## config.mk

```make
export PLATFORM = sky130hd
export DESIGN_NAME = irq_ctrl
export DESIGN_NICKNAME = d
export VERILOG_FILES = /design/src/rtl/irq_ctrl.sv
export SDC_FILE = /design/constraint.sdc
export NUM_CORES = 1
export LEC_CHECK = 0
export ABC_CLOCK_PERIOD_IN_PS = 2400
export CORE_MARGIN = 3
export CORE_UTILIZATION = 55
export DETAILED_ROUTE_END_ITERATION = 6
export DONT_BUFFER_PORTS = 1
export PLACE_DENSITY = 0.78
export SLEW_MARGIN = 5
export SYNTH_ARGS = -nofsm -noshare
export SYNTH_HDL_FRONTEND = slang
export SYNTH_SLANG_ARGS = --single-unit
export TNS_END_PERCENT = 5
```

## constraint.sdc

```tcl
create_clock -name clk -period 2.4 [get_ports clk]
set_input_delay 0.36 -clock clk [delete_from_list [all_inputs] [get_ports clk]]
set_output_delay 0.36 -clock clk [all_outputs]
set_load 0.05 [all_outputs]
```

## src/rtl/irq_ctrl.sv

```systemverilog
// irq_ctrl: prioritised interrupt controller with edge/level sources,
// a single offer/claim/complete handshake and per-source configuration.
// Optional feature macro: IRQ_CTRL_PRIORITY_EN. When defined, the
// per-source priority field drives arbitration. When undefined, the field
// is stored as zero and the lowest eligible index wins.
module irq_ctrl #(
  parameter int NUM_SRC = 16,
  parameter int PRIO_W  = 3,
  localparam int ID_W   = (NUM_SRC > 1) ? $clog2(NUM_SRC) : 1
) (
  input  logic               clk,
  input  logic               rst,
  input  logic [NUM_SRC-1:0] irq_src,
  input  logic               gie,
  input  logic               cfg_wr_en,
  input  logic [ID_W-1:0]    cfg_wr_id,
  input  logic [PRIO_W+1:0]  cfg_wr_data,
  output logic               irq_valid,
  output logic [ID_W-1:0]    irq_id,
  input  logic               irq_ready,
  input  logic               cmpl_valid,
  input  logic [ID_W-1:0]    cmpl_id,
  output logic [NUM_SRC-1:0] irq_pending,
  output logic               irq_busy
);

  typedef enum logic [1:0] {
    IDLE  = 2'd0,
    OFFER = 2'd1,
    BUSY  = 2'd2
  } state_t;

  state_t              r_state;
  state_t              w_state_next;
  logic                w_load_id;
  logic                w_load_svc;

  logic [NUM_SRC-1:0]  r_src_last;
  logic [NUM_SRC-1:0]  r_pending;
  logic [NUM_SRC-1:0]  r_enable;
  logic [NUM_SRC-1:0]  r_edge;
  logic [PRIO_W-1:0]   r_prio [NUM_SRC];
  logic [ID_W-1:0]     r_id;
  logic [ID_W-1:0]     r_svc_id;

  logic [NUM_SRC-1:0]  w_set;
  logic [NUM_SRC-1:0]  w_clr;
  logic [NUM_SRC-1:0]  w_prio_ok;
  logic [NUM_SRC-1:0]  w_eligible;
  logic                w_cfg_hit;
  logic                w_claim;
  logic                w_cmpl_hit;
  logic                w_any;
  logic [ID_W-1:0]     w_winner;

  // Indices beyond the last source are silently dropped.
  assign w_cfg_hit  = cfg_wr_en && (32'(cfg_wr_id) < 32'(NUM_SRC));
  assign w_claim    = (r_state == OFFER) && irq_ready;
  assign w_cmpl_hit = (r_state == BUSY) && cmpl_valid && (cmpl_id == r_svc_id);
  assign w_any      = |w_eligible;

  genvar gi;
  generate
    for (gi = 0; gi < NUM_SRC; gi = gi + 1) begin : g_src
      // Edge sources latch a rising edge; level sources latch while high.
      assign w_set[gi] = r_edge[gi] ? (irq_src[gi] & ~r_src_last[gi]) : irq_src[gi];
      assign w_clr[gi] = w_claim && (r_id == ID_W'(gi));
`ifdef IRQ_CTRL_PRIORITY_EN
      // Priority zero masks the source entirely.
      assign w_prio_ok[gi] = |r_prio[gi];
`else
      assign w_prio_ok[gi] = 1'b1;
`endif
      // The source currently being serviced cannot be offered again.
      assign w_eligible[gi] = r_pending[gi] && r_enable[gi] && gie && w_prio_ok[gi] &&
                              !((r_state == BUSY) && (r_svc_id == ID_W'(gi)));
    end
  endgenerate

`ifndef IRQ_CTRL_PRIORITY_EN
  // Priority bits are accepted but carry no meaning in this build.
  logic [NUM_SRC-1:0] w_unused_prio;
  logic               w_unused_cfg;
  assign w_unused_cfg = ^cfg_wr_data[PRIO_W+1:2];
  generate
    for (gi = 0; gi < NUM_SRC; gi = gi + 1) begin : g_unused
      assign w_unused_prio[gi] = ^r_prio[gi];
    end
  endgenerate
`endif

  // Sample raw lines and update pending; a new set beats a same-cycle claim.
  always_ff @(posedge clk or posedge rst) begin
    if (rst) begin
      r_src_last <= '0;
      r_pending  <= '0;
    end else begin
      r_src_last <= irq_src;
      r_pending  <= w_set | (r_pending & ~w_clr);
    end
  end

  // Per-source configuration registers; writes never touch pending.
  always_ff @(posedge clk or posedge rst) begin
    if (rst) begin
      r_enable <= '0;
      r_edge   <= '0;
      for (int i = 0; i < NUM_SRC; i++) begin
        r_prio[i] <= '0;
      end
    end else begin
      for (int i = 0; i < NUM_SRC; i++) begin
        if (w_cfg_hit && (cfg_wr_id == ID_W'(i))) begin
          r_enable[i] <= cfg_wr_data[0];
          r_edge[i]   <= cfg_wr_data[1];
`ifdef IRQ_CTRL_PRIORITY_EN
          r_prio[i]   <= cfg_wr_data[PRIO_W+1:2];
`else
          r_prio[i]   <= '0;
`endif
        end
      end
    end
  end

`ifdef IRQ_CTRL_PRIORITY_EN
  logic [PRIO_W-1:0] w_best_prio;

  // Highest priority wins; strict compare keeps ties on the lowest index.
  always_comb begin
    w_winner    = '0;
    w_best_prio = '0;
    for (int i = 0; i < NUM_SRC; i++) begin
      if (w_eligible[i] && (r_prio[i] > w_best_prio)) begin
        w_best_prio = r_prio[i];
        w_winner    = ID_W'(i);
      end
    end
  end
`else
  logic w_found;

  // Lowest eligible index wins.
  always_comb begin
    w_winner = '0;
    w_found  = 1'b0;
    for (int i = 0; i < NUM_SRC; i++) begin
      if (w_eligible[i] && !w_found) begin
        w_found  = 1'b1;
        w_winner = ID_W'(i);
      end
    end
  end
`endif

  // FSM state register.
  always_ff @(posedge clk or posedge rst) begin
    if (rst) begin
      r_state <= IDLE;
    end else begin
      r_state <= w_state_next;
    end
  end

  // FSM next state: offer a winner, hold it until claimed, then wait for completion.
  always_comb begin
    w_state_next = r_state;
    w_load_id    = 1'b0;
    w_load_svc   = 1'b0;
    case (r_state)
      IDLE: begin
        if (w_any) begin
          w_state_next = OFFER;
          w_load_id    = 1'b1;
        end
      end
      OFFER: begin
        if (irq_ready) begin
          w_state_next = BUSY;
          w_load_svc   = 1'b1;
        end
      end
      BUSY: begin
        if (w_cmpl_hit) begin
          w_state_next = IDLE;
        end
      end
      default: w_state_next = IDLE;
    endcase
  end

  // Offered id is frozen for the whole offer; the claimed id becomes in-service.
  always_ff @(posedge clk or posedge rst) begin
    if (rst) begin
      r_id     <= '0;
      r_svc_id <= '0;
    end else begin
      if (w_load_id) begin
        r_id <= w_winner;
      end
      if (w_load_svc) begin
        r_svc_id <= r_id;
      end
    end
  end

  assign irq_valid   = (r_state == OFFER);
  assign irq_busy    = (r_state == BUSY);
  assign irq_id      = r_id;
  assign irq_pending = r_pending;

endmodule

```

==> metrics.md <==
| Metric | Value |
|---|---|
| Clock Latency Late Sink | `0.35 ns` |
| Worst EP arrival | `2.52 ns` |
| CTS tree | `done` |
| Worst path cell trace | `nor3b_4 > buf_4 > and3_2 > a32oi_4 > nor4_4 > a311oi_2 > o22a_1` |
| WHS | `0.0308 ns` |
| Worst Setup End Kind | `register` |
| Async SR Flop Fraction | `100%` |
| Minimum clock period | `2.29 ns` |
| Num CTS Buffers | `9` |
| H-tree depth | `3` |
| Syn Inst Count | `313` |
| Root Driver | `clkbuf_8` |
| Vias | `2620` |
| Synth unique cells | `49` |
| Die Ht | `85.5 um` |
| Reg clk slew, reported paths | `0.08 ns` |
| EDFF count, synth | `0` |
| # rows | `28` |
| CP max FO | `9` |
| Final setup viols | `0` |
| Worst setup SP type | `register` |
| Cell Pwr Density | `1050 nW/um^2` |
| Setup TNS | `0 ns` |
| IO Count | `57` |
| DIE AREA | `7310 um^2` |
| Pin count of the biggest net entering global routing | `46` |
| Die width | `85.5 um` |
| Placed Area | `3710 um^2` |
| Vias per cell | `6.27` |
| Slowest stage delay, CP | `0.50 ns` |
| Detailed-route wire length per cell | `20.1 um` |
| Placer Congestion | `0.949` |
| P&R area growth vs syn | `12.8%` |
| P_leak | `1.59 nW` |
| Vias in the first global route | `2732` |
| Core box area | `6030 um^2` |
| Skew final | `0.00812 ns` |
| Antenna fix cells | `0` |
| Seq/Total Area, Yosys | `53.3%` |
| Initial core utilization | `57.7%` |
| Final Hold Viols | `0` |
| Global-route wire length before repair | `13.8 mm` |
| CTS sink count | `74` |
| Grt total ovfl | `0` |
| Worst path slowest cell | `dfrtp_1` |
| Drt first pass iters | `4` |
| Critical path class | `reg -> reg` |
| RSZ-0062 raised after global routing | `no` |
| Syn Std Cell Area | `3480 um^2` |
| Synth Register Bits | `74` |
| Worst rel slew slack | `56.8%` |
| 1st-iter DRT viols | `226` |
| Syn. warnings | `0` |
| Final Cycle Share | `95.3%` |
| Outcome | `complete, no violations` |
| Share of layout cells above drive strength 1 | `25.4%` |
| DP Wirelength | `6.16 mm` |
| Buf/Inv on CP | `1` |
| CP Data Required Time | `2.64 ns` |
| Pins Over Slew Limit | `0` |
| Ys flop type | `dfrtp_1` |
| Peak supply drop | `0.965 mV` |
| Final nets | `374` |
| Number of max-cap violations | `0` |
| Worst-margin pin slew | `0.647 ns` |
| Port Buffers | `0` |
| FMAX | `437 MHz` |
| Final instance area | `3920 um^2` |
| DRC | `0` |
| Crit path max-delay family | `simple AND/OR/NAND/NOR gates` |
| Clock Path Buffers | `2` |
| HP Class | `in -> reg` |
| Gr usage total | `24.7%` |
| WL final | `8.38 mm` |
| Antenna-violating nets left | `0` |
| Antenna violations before repair | `0` |
| Mapped Nets | `348` |
| Syn Area/Cell | `11.1 um^2` |
-- path summary, 6_finish.rpt --
check	cells after the start	to	from	slack, ns
min in group asynchronous	2	r_src_last[4]	rst	0.56
worst max-delay path	7	irq_id[2]	r_state[0]	0.11
max in group asynchronous	3	irq_id[3]	rst	1.18
worst min-delay path	0	r_src_last[2]	irq_src[2]	0.03
worst min register to register	1	r_enable[9]	r_enable[9]	0.50
worst max register to register	7	irq_id[2]	r_state[0]	0.11
-- placed cells by master, fill, tap and decap left out, drive strengths merged, types with 2 or more instances in the layout --
cell / instances
a21o: 4
a21oi: 4
a22o: 16
a311oi: 2
a31oi: 3
a41oi: 2
and2: 7
and3: 3
and3b: 2
buf: 26
clkbuf: 9
clkinv: 5
dfrtp: 74
inv: 4
mux2: 34
nand2: 45
nand2b: 7
nand3: 22
nand3b: 5
nand4: 4
nor2: 18
nor2b: 6
nor3: 4
nor3b: 2
o2111a: 2
o21a: 2
o21ai: 6
or3: 2
xnor2: 4
-- flip-flops by register name, summed over array words and instances, names as in the netlist --
name and cells:
irq_pending 16, r_edge 16, r_enable 16, r_src_last 16, irq_id 4, r_svc_id 4, r_state 2
-- Yosys cell counts, types with 2 or more instances --
| cell | number | area share, % |
|---|---|---|
| dfrtp_1 | 74 | 53 |
| nand2_1 | 45 | 4.9 |
| mux2_2 | 34 | 11 |
| nand3_1 | 22 | 3.2 |
| nor2_1 | 18 | 1.9 |
| a22o_1 | 16 | 4.0 |
| and2_1 | 7 | 1.3 |
| nand2b_1 | 7 | 1.3 |
| buf_2 | 6 | 0.86 |
| nor2b_1 | 6 | 1.1 |
| o21ai_0 | 6 | 0.86 |
| nand3b_1 | 5 | 1.1 |
| a21o_1 | 4 | 0.86 |
| a21oi_1 | 4 | 0.58 |
| clkbuf_1 | 4 | 0.43 |
| inv_1 | 4 | 0.43 |
| nand4_1 | 4 | 0.72 |
| nor3_1 | 4 | 0.58 |
| xnor2_1 | 4 | 1.0 |
| a31oi_1 | 3 | 0.54 |
| a41oi_1 | 2 | 0.50 |
| and3_1 | 2 | 0.36 |
| and3b_1 | 2 | 0.50 |
| buf_4 | 2 | 0.43 |
| o2111a_1 | 2 | 0.65 |
| o21a_1 | 2 | 0.43 |
| or3_1 | 2 | 0.36 |
-- metrics by stage --
step | instances | utilization (%) | setup WS [ns] | power, mW
final | 418 | 65.1 | 0.114 | 4.10
after CTS | 416 | 64.7 | 0.0753 | 4.08
after floorplan | 313 | - | 0.158 | 2.80
after global routing | 418 | 65.1 | 0.0200 | 4.32
after detailed placement | 400 | 61.5 | 0.0976 | 3.16
after global placement | 400 | 61.5 | 0.190 | 3.10
-- area by class of cell --
cell class                      count  area (um^2)
Clock buffer                        9          124
Clock inverter                      6         58.8
Fill cell                         486         2100
Inverter                            4         15.0
Multi-Input combinational cell    223         1560
Sequential cell                    74         1850
Tap cell                           75         93.8
Timing Repair Buffer               27          218
-- worst reg2reg max path, stage by stage, from the launching register on --
cell	delay (ns)
dfrtp_1	0.50
nor3b_4	0.34
buf_4	0.20
and3_2	0.23
a32oi_4	0.16
nor4_4	0.29
a311oi_2	0.22
o22a_1	0.24
-- where the power goes --
| part | internal, mW | leakage, nW | switching [mW] |
|---|---|---|---|
| clock | 0.469 | 0.0986 | 0.453 |
| sequential | 1.49 | 0.837 | 0.366 |
| combinational | 0.558 | 0.658 | 0.768 |
| total | 2.52 | 1.59 | 1.59 |
-- logic make-up after synthesis --
family	Yosys count	synth area share, %
compound gates	54	13.0
xor+xnor	4	1.01
buf+inv	16	2.16
mux	34	11.0
flops	74	53.3
simple gates	131	19.6
-- routing by layer --
| layer | routed length [um] | track usage [%] |
|---|---|---|
| met1 | 3440 | 32.5 |
| met2 | 3990 | 39.2 |
| met3 | 709 | 5.86 |
| met4 | 242 | 10.8 |
| met5 | 0 | 0 |
-- timing repair --
action | 4_1_cts | 5_1_grt
buffers inserted | 0 | 2
setup endpoints to repair | 0 | 5
hold buffers | 1 | 0
resized for setup | 0 | 3
hold endpoints to repair | 21 | 0
Power figures use the tool's default switching activity.
